==> config.mk <==
export PLATFORM = sky130hd
export DESIGN_NAME = addr_stepper
export DESIGN_NICKNAME = d
export VERILOG_FILES = /design/src/rtl/addr_stepper.sv
export SDC_FILE = /design/constraint.sdc
export NUM_CORES = 1
export LEC_CHECK = 0
export ABC_CLOCK_PERIOD_IN_PS = 2800
export BUFFER_PORTS_ARGS = -buffer_cell sky130_fd_sc_hd__buf_2
export CAP_MARGIN = 10
export CELL_PAD_IN_SITES_DETAIL_PLACEMENT = 2
export CELL_PAD_IN_SITES_GLOBAL_PLACEMENT = 2
export CORE_ASPECT_RATIO = 1.1
export CORE_MARGIN = 1
export CORE_UTILIZATION = 38
export CTS_CLUSTER_DIAMETER = 30
export DETAILED_ROUTE_END_ITERATION = 10
export PLACE_DENSITY_LB_ADDON = 0.05
export SYNTH_ARGS = -nofsm -noshare
export SYNTH_HDL_FRONTEND = slang
export SYNTH_SLANG_ARGS = --single-unit
==> constraint.sdc <==
create_clock -name clk -period 2.8 [get_ports clk]
set_clock_uncertainty 0.05 [all_clocks]
set_input_delay 0.56 -clock clk [delete_from_list [all_inputs] [get_ports clk]]
set_output_delay 0.56 -clock clk [all_outputs]
set_load 0.03 [all_outputs]
==> src/rtl/addr_stepper.sv <==
// addr_stepper: 8-bit browse address sequencer, auto-steps at 3 rates
// ports: clk, rst_n, status[1:0], step_req -> addr[7:0], step_pulse, wrap, running
module addr_stepper #(
  parameter int unsigned CLK_FREQ = 100_000_000,
  parameter int unsigned SLOW_DIV = 100_000_000,
  parameter int unsigned MED_DIV  = 25_000_000,
  parameter int unsigned FAST_DIV = 6_250_000
) (
  input  logic       clk,
  input  logic       rst_n,
  input  logic [1:0] status,
  input  logic       step_req,
  output logic [7:0] addr,
  output logic       step_pulse,
  output logic       wrap,
  output logic       running
);

  if (CLK_FREQ == 0 || SLOW_DIV < 2 ||
      MED_DIV < 2 || FAST_DIV < 2) begin : g_bad_param
    $error("addr_stepper: bad parameter");
  end

  localparam logic [31:0] SLOW_M1 = 32'(SLOW_DIV - 1);
  localparam logic [31:0] MED_M1  = 32'(MED_DIV - 1);
  localparam logic [31:0] FAST_M1 = 32'(FAST_DIV - 1);

  typedef enum logic {
    PAUSE = 1'b0,
    RUN   = 1'b1
  } state_e;

  state_e      state_q, state_d;
  logic [1:0]  status_q;
  logic [31:0] presc_q, presc_d;
  logic [31:0] div_m1;
  logic        chg;
  logic        auto_step;
  logic        man_step;
  logic        step;

  always_comb begin
    div_m1 = SLOW_M1;
    unique case (status)
      2'b10:   div_m1 = MED_M1;
      2'b11:   div_m1 = FAST_M1;
      default: div_m1 = SLOW_M1;
    endcase
  end

  always_comb begin
    state_d   = state_q;
    presc_d   = presc_q;
    auto_step = 1'b0;
    man_step  = 1'b0;
    chg       = (status != status_q);
    unique case (state_q)
      PAUSE: begin
        presc_d  = '0;
        man_step = step_req && !chg &&
                   (status == 2'b00) &&
                   (status_q == 2'b00);
        if (status != 2'b00)
          state_d = RUN;
      end
      RUN: begin
        // any status edge restarts the period
        if (chg) begin
          presc_d = '0;
        end else if (presc_q == div_m1) begin
          presc_d   = '0;
          auto_step = 1'b1;
        end else begin
          presc_d = presc_q + 32'd1;
        end
        if (status == 2'b00)
          state_d = PAUSE;
      end
      default: state_d = PAUSE;
    endcase
  end

  assign step = auto_step | man_step;

  always_ff @(posedge clk or negedge rst_n) begin
    if (!rst_n) begin
      state_q    <= PAUSE;
      status_q   <= 2'b00;
      presc_q    <= '0;
      addr       <= 8'h00;
      step_pulse <= 1'b0;
      wrap       <= 1'b0;
    end else begin
      state_q    <= state_d;
      status_q   <= status;
      presc_q    <= presc_d;
      step_pulse <= step;
      wrap       <= step && (addr == 8'hFF);
      if (step)
        addr <= addr + 8'd1;
    end
  end

  assign running = (state_q == RUN);

endmodule

-- After elaboration in Yosys (flattened, before gate mapping)
Cells that the tools add are included.
- flip-flop bits (word level): 45
- word-level logic and storage cells: 34
- add/sub/neg operators: 2
- equality and inequality tests: 5
- muxes and demuxes: 11
- bitwise gates (word level): 2
- reductions and logical operators: 8
- operators with widths (operator ; count):
    two-way mux 32 bit ; 2
    case mux 32 bit (2 select lines) ; 1
    case mux 27 bit (2 select lines) ; 1
    adder 32 x 1 -> 32 bit (second input constant) ; 1
    == test 32 bit ; 1
    adder 8 x 1 -> 8 bit (second input constant) ; 1
    == test 8 bit (second input constant) ; 1
    two-way mux 1 bit ; 6
    == test 2 bit (second input constant) ; 2
    logical AND 1 bit ; 4
    zero test 2 bit ; 2
    != test 2 bit ; 1
    case mux 1 bit (2 select lines) ; 1
    nonzero test 2 bit ; 1
    zero test 1 bit ; 1
    NOT 1 bit ; 1
    OR 1 bit ; 1

-- Longest topological paths before layout
- depth in word-level cells: 8
- gate-level depth with buffers: 8
- depth with buffers taken out: 7

-- Worst setup path after synthesis
No wires, ideal clock.
- path kind: in2reg
- start: in status[1]
- end: reg addr[1]
- arrival: 2.152 ns
- path slack: 0.474 ns
- stages on the path: 7
- buffers on the path: 2
- cell sequence: buf_2 nand2_1 or3_4 a2111oi_4 o211a_1 buf_6 mux2_2
- cells in the longest elaborated chain, start to end: 7
- elaborated cells between the ends (all ways): 15
- RTL lines (item ; RTL line ; RTL):
    from (decl) ; 11 ; input logic [1:0] status,
    == test 2 bit or != test 2 bit (tied branches) ; 44, 56 ;
    case mux 27 bit (2 select lines) or zero test 1 bit (tied branches) ; 44, 60 ;
    == test 32 bit or logical AND 1 bit (tied branches) ; 70, 60 ;
    two-way mux 1 bit or logical AND 1 bit (tied branches) ; 70, 60 ;
    two-way mux 1 bit or logical AND 1 bit (tied branches) ; 68, 61 ;
    two-way mux 1 bit ; 57 ; unique case (state_q)
    OR 1 bit (*) ; 83 ; assign step = auto_step | man_step;
    named net step ; 40 ; logic step;
    to (signal assigned) ; 100 ; addr <= addr + 8'd1;
    to (decl) ; 13 ; output logic [7:0] addr,
The timed path passes the listed nets; every way through them passes the cells marked *.
A chain may end at the register's enable or synchronous reset.

-- Final worst setup path
- start: reg presc_q[13]
- end: reg addr[1]
- cells in the longest elaborated chain, start to end: 5
- RTL lines (item ; RTL line ; RTL):
    from (decl) ; 35 ; logic [31:0] presc_q, presc_d;
    from (signal assigned) ; 96 ; presc_q <= presc_d;
    == test 32 bit ; 70 ; end else if (presc_q == div_m1) begin
    two-way mux 1 bit ; 70 ;
    two-way mux 1 bit ; 68 ; if (chg) begin
    two-way mux 1 bit ; 57 ;
    OR 1 bit ; 83 ;
No other way between the ends.

==> impl_results.md <==
- Max FO, Critical Path: 9
- Final hold violations: 0
- WHS: between 0.3 and 0.4 ns
- Clock root buffer: clkbuf_8
- Ys async rst share: 100%
- Most common cell in the netlist: dfrtp_1
- DRT Pass-1 Iters: 4
- VDD IR max: between 200 and 250 µV
- Clk_lat worst skew: roughly 0.29 ns
- Setup crit end kind: register
- Num CTS Buffers: 5
- Flop2flop setup slack: between 0.3 and 0.4 ns
- RSZ-0062 raised after global routing: no
- Post-synthesis sequential area ratio: 50.0%
- Post-CTS setup buffer count: 0
- Setup TNS: 0 ns
- DP HPWL: approximately 4100 µm
- Initial Util: roughly 39%
- Top cells by count, synth: 45 x dfrtp_1, 36 x nor2_1, 22 x xnor2_1, 16 x nand3_1, 14 x nand2_1
- Die width: approximately 75 µm
- Synthesized cell area: about 2300 µm²
- Type of origin of the critical path: register
- Avg WL per Cell: around 17 µm
- Post-synthesis register bit count: 45
- Hold Path Class: primary input to async pin
- Prevailing post-synth register cell: dfrtp_1
- Worst EP arrival: about 2.6 ns
- Sequential cell area: 1130 µm²
- Clock buffer depth: 2
- Reg-to-Reg End: addr[1]
- Final Wtd Congestion: roughly 0.76
- GRT Overall Usage: between 10% and 20%
- First-pass GRT wire length: a little over 9000 µm
- R2R depth: 5
- Syn_area_per_cell: roughly 10 µm²
- Fin crit share: approximately 90%
- Worst setup path category: register to register
- Yosys warnings: 0
- Tightest Pin Transition: about 1 ns
- Initial antenna violation count: 0
- DRC: 0
- Placement Rows: 29
- Synth area leaders: dfrtp_1 50%, xnor2_1 8.6%, nor2_1 6.0%
- Sink Count: 45
- Antenna cells: 0
- Ports: 16
- Number of flops mapped to enable cells by yosys: 0
- Die area: approximately 6200 µm²
- Multi-input logic area: roughly 1100 µm²
- Vias in the first global route: between 1500 and 2000
- Port Buffers: 15
- Outcome: complete, no violations
- Synthesis-to-layout area growth: 11.7%
- FMAX: roughly 0.41 GHz
- FILL cells: between 600 and 700
- Share of cells above drive strength 1: 13.4%
- CTS H-Tree Depth: 2
- Leakage: between 0.001 and 0.0015 µW
- Post-route ant nets: 0
- Vias per Instance: roughly 5.3
- Reg-to-reg startpoint: presc_q[13]
- Die H: 82.7 µm
- Pin count of the biggest net entering global routing: between 40 and 50
- Share of the synthesized area in the top cell type: between 50% and 60%
- Via count: between 1500 and 2000
- Final min period: 2.46 ns
- Power Dens Cells: around 450 nW/µm²
- Critical Path RT: approximately 3 ns
- Slew HR: 33.2%
- Mapped Nets: 231
- First DRT Iteration DRCs: 80
- Clk slew on worst S/H paths: ~0.080 ns
- Post-synth top area cell: dfrtp_1
- CTS tree: yes
- CTS Hold Bufs: 0
- Max cap viols: 0
- Nets: ~250
- CORE AREA: roughly 5700 µm²
- Overall routed net length: 5510 µm
- PostCTS Resize Cnt: 0
- Slew Viols, Final: 0
- # setup viols final: 0
- Cell count after synthesis: about 220
- Netlist cell types: 36
- Total grt overflow: 0
==> routing by layer <==
metal / vias to the layer above / track usage [%] / part of all wire, %
li1: 810 / - / -
met1: 888 / 24.2 / 44
met2: 12 / 35.9 / 54
met3: 5 / 3.64 / 1.7
met4: 0 / 5.56 / 0.85
met5: - / 0 / 0
==> metrics by stage <==
stage                     util [%]  instance area, µm²  cells  setup slack (ns)  total power, µW
after floorplan                  -                2250    224             0.474              713
after global routing          43.9                2520    323             0.236             1190
after global placement        42.4                2430    316             0.315              742
final                         43.9                2520    323             0.338             1130
after detailed placement      42.4                2430    316             0.245              745
after CTS                     43.9                2520    323             0.313             1150
==> critical path, stage by stage, from the launching register on <==
cell and delay (ns):
dfrtp_1 0.43, or3_1 0.39, or3_4 0.34, a2111oi_4 0.39, o211a_1 0.36, mux2_2 0.38
==> cells by family (layout without fill, tap and decap cells) <==
group                    Yosys count  after routing  synth area share, %
AO/OA/AOI/OAI                     19             19                 6.06
AND/OR/NAND/NOR                  107            107                 25.3
flip-flops                        45             45                 50.0
multiplexers                       3              3                 1.39
adder cells (fa/ha/maj)            2              2                 1.11
XOR/XNOR                          34             34                 13.2
buffers and inverters             14             36                 2.89
==> sequential cells by signal, summed over array words and instances, names as in the netlist <==
signal and count:
running 1, wrap 1, addr 8, presc_q 32
status_q 2, step_pulse 1
==> worst max path at each step <==
stage / from / to / slack (ns) / cells after the start
2_1_floorplan: status[1] / addr[1] / 0.47 / 7
3_3_place_gp: status[1] / addr[1] / 0.32 / 6
3_5_place_dp: status[1] / addr[1] / 0.25 / 6
4_1_cts: presc_q[13] / addr[1] / 0.31 / 5
5_1_grt: presc_q[13] / addr[1] / 0.24 / 5
6_report: presc_q[13] / addr[1] / 0.34 / 5
==> where the power goes <==
part	total (µW)	internal, µW	switching, µW
logic	63.2	17.3	45.9
clock network	398	196	203
registers	666	657	9.37
==> cell usage in the layout, fill, tap and decap left out, types with 2 or more instances in the layout <==
master,count
buf_2,15
mux2i_1,2
clkbuf_8,6
ha_1,2
a21oi_1,7
nand3_1,16
nor4b_1,3
or3_1,6
and3_1,4
inv_1,9
and4b_1,2
dfrtp_1,45
o21ai_0,6
nor4_1,3
xnor2_1,22
nor4bb_1,2
xor2_1,12
nand2_1,14
nor3_1,4
nor2_1,36
nand4_1,9
buf_4,5
==> area by class of cell <==
| class | count | area share, % |
|---|---|---|
| clock buffer | 7 | 3.43 |
| inverter | 9 | 1.34 |
| multi-input combinational | 165 | 42.2 |
| sequential | 45 | 44.8 |
| tap | 77 | 3.83 |
| timing repair buffer | 20 | 4.48 |
No activity file was read; power rests on OpenSTA's default activity.
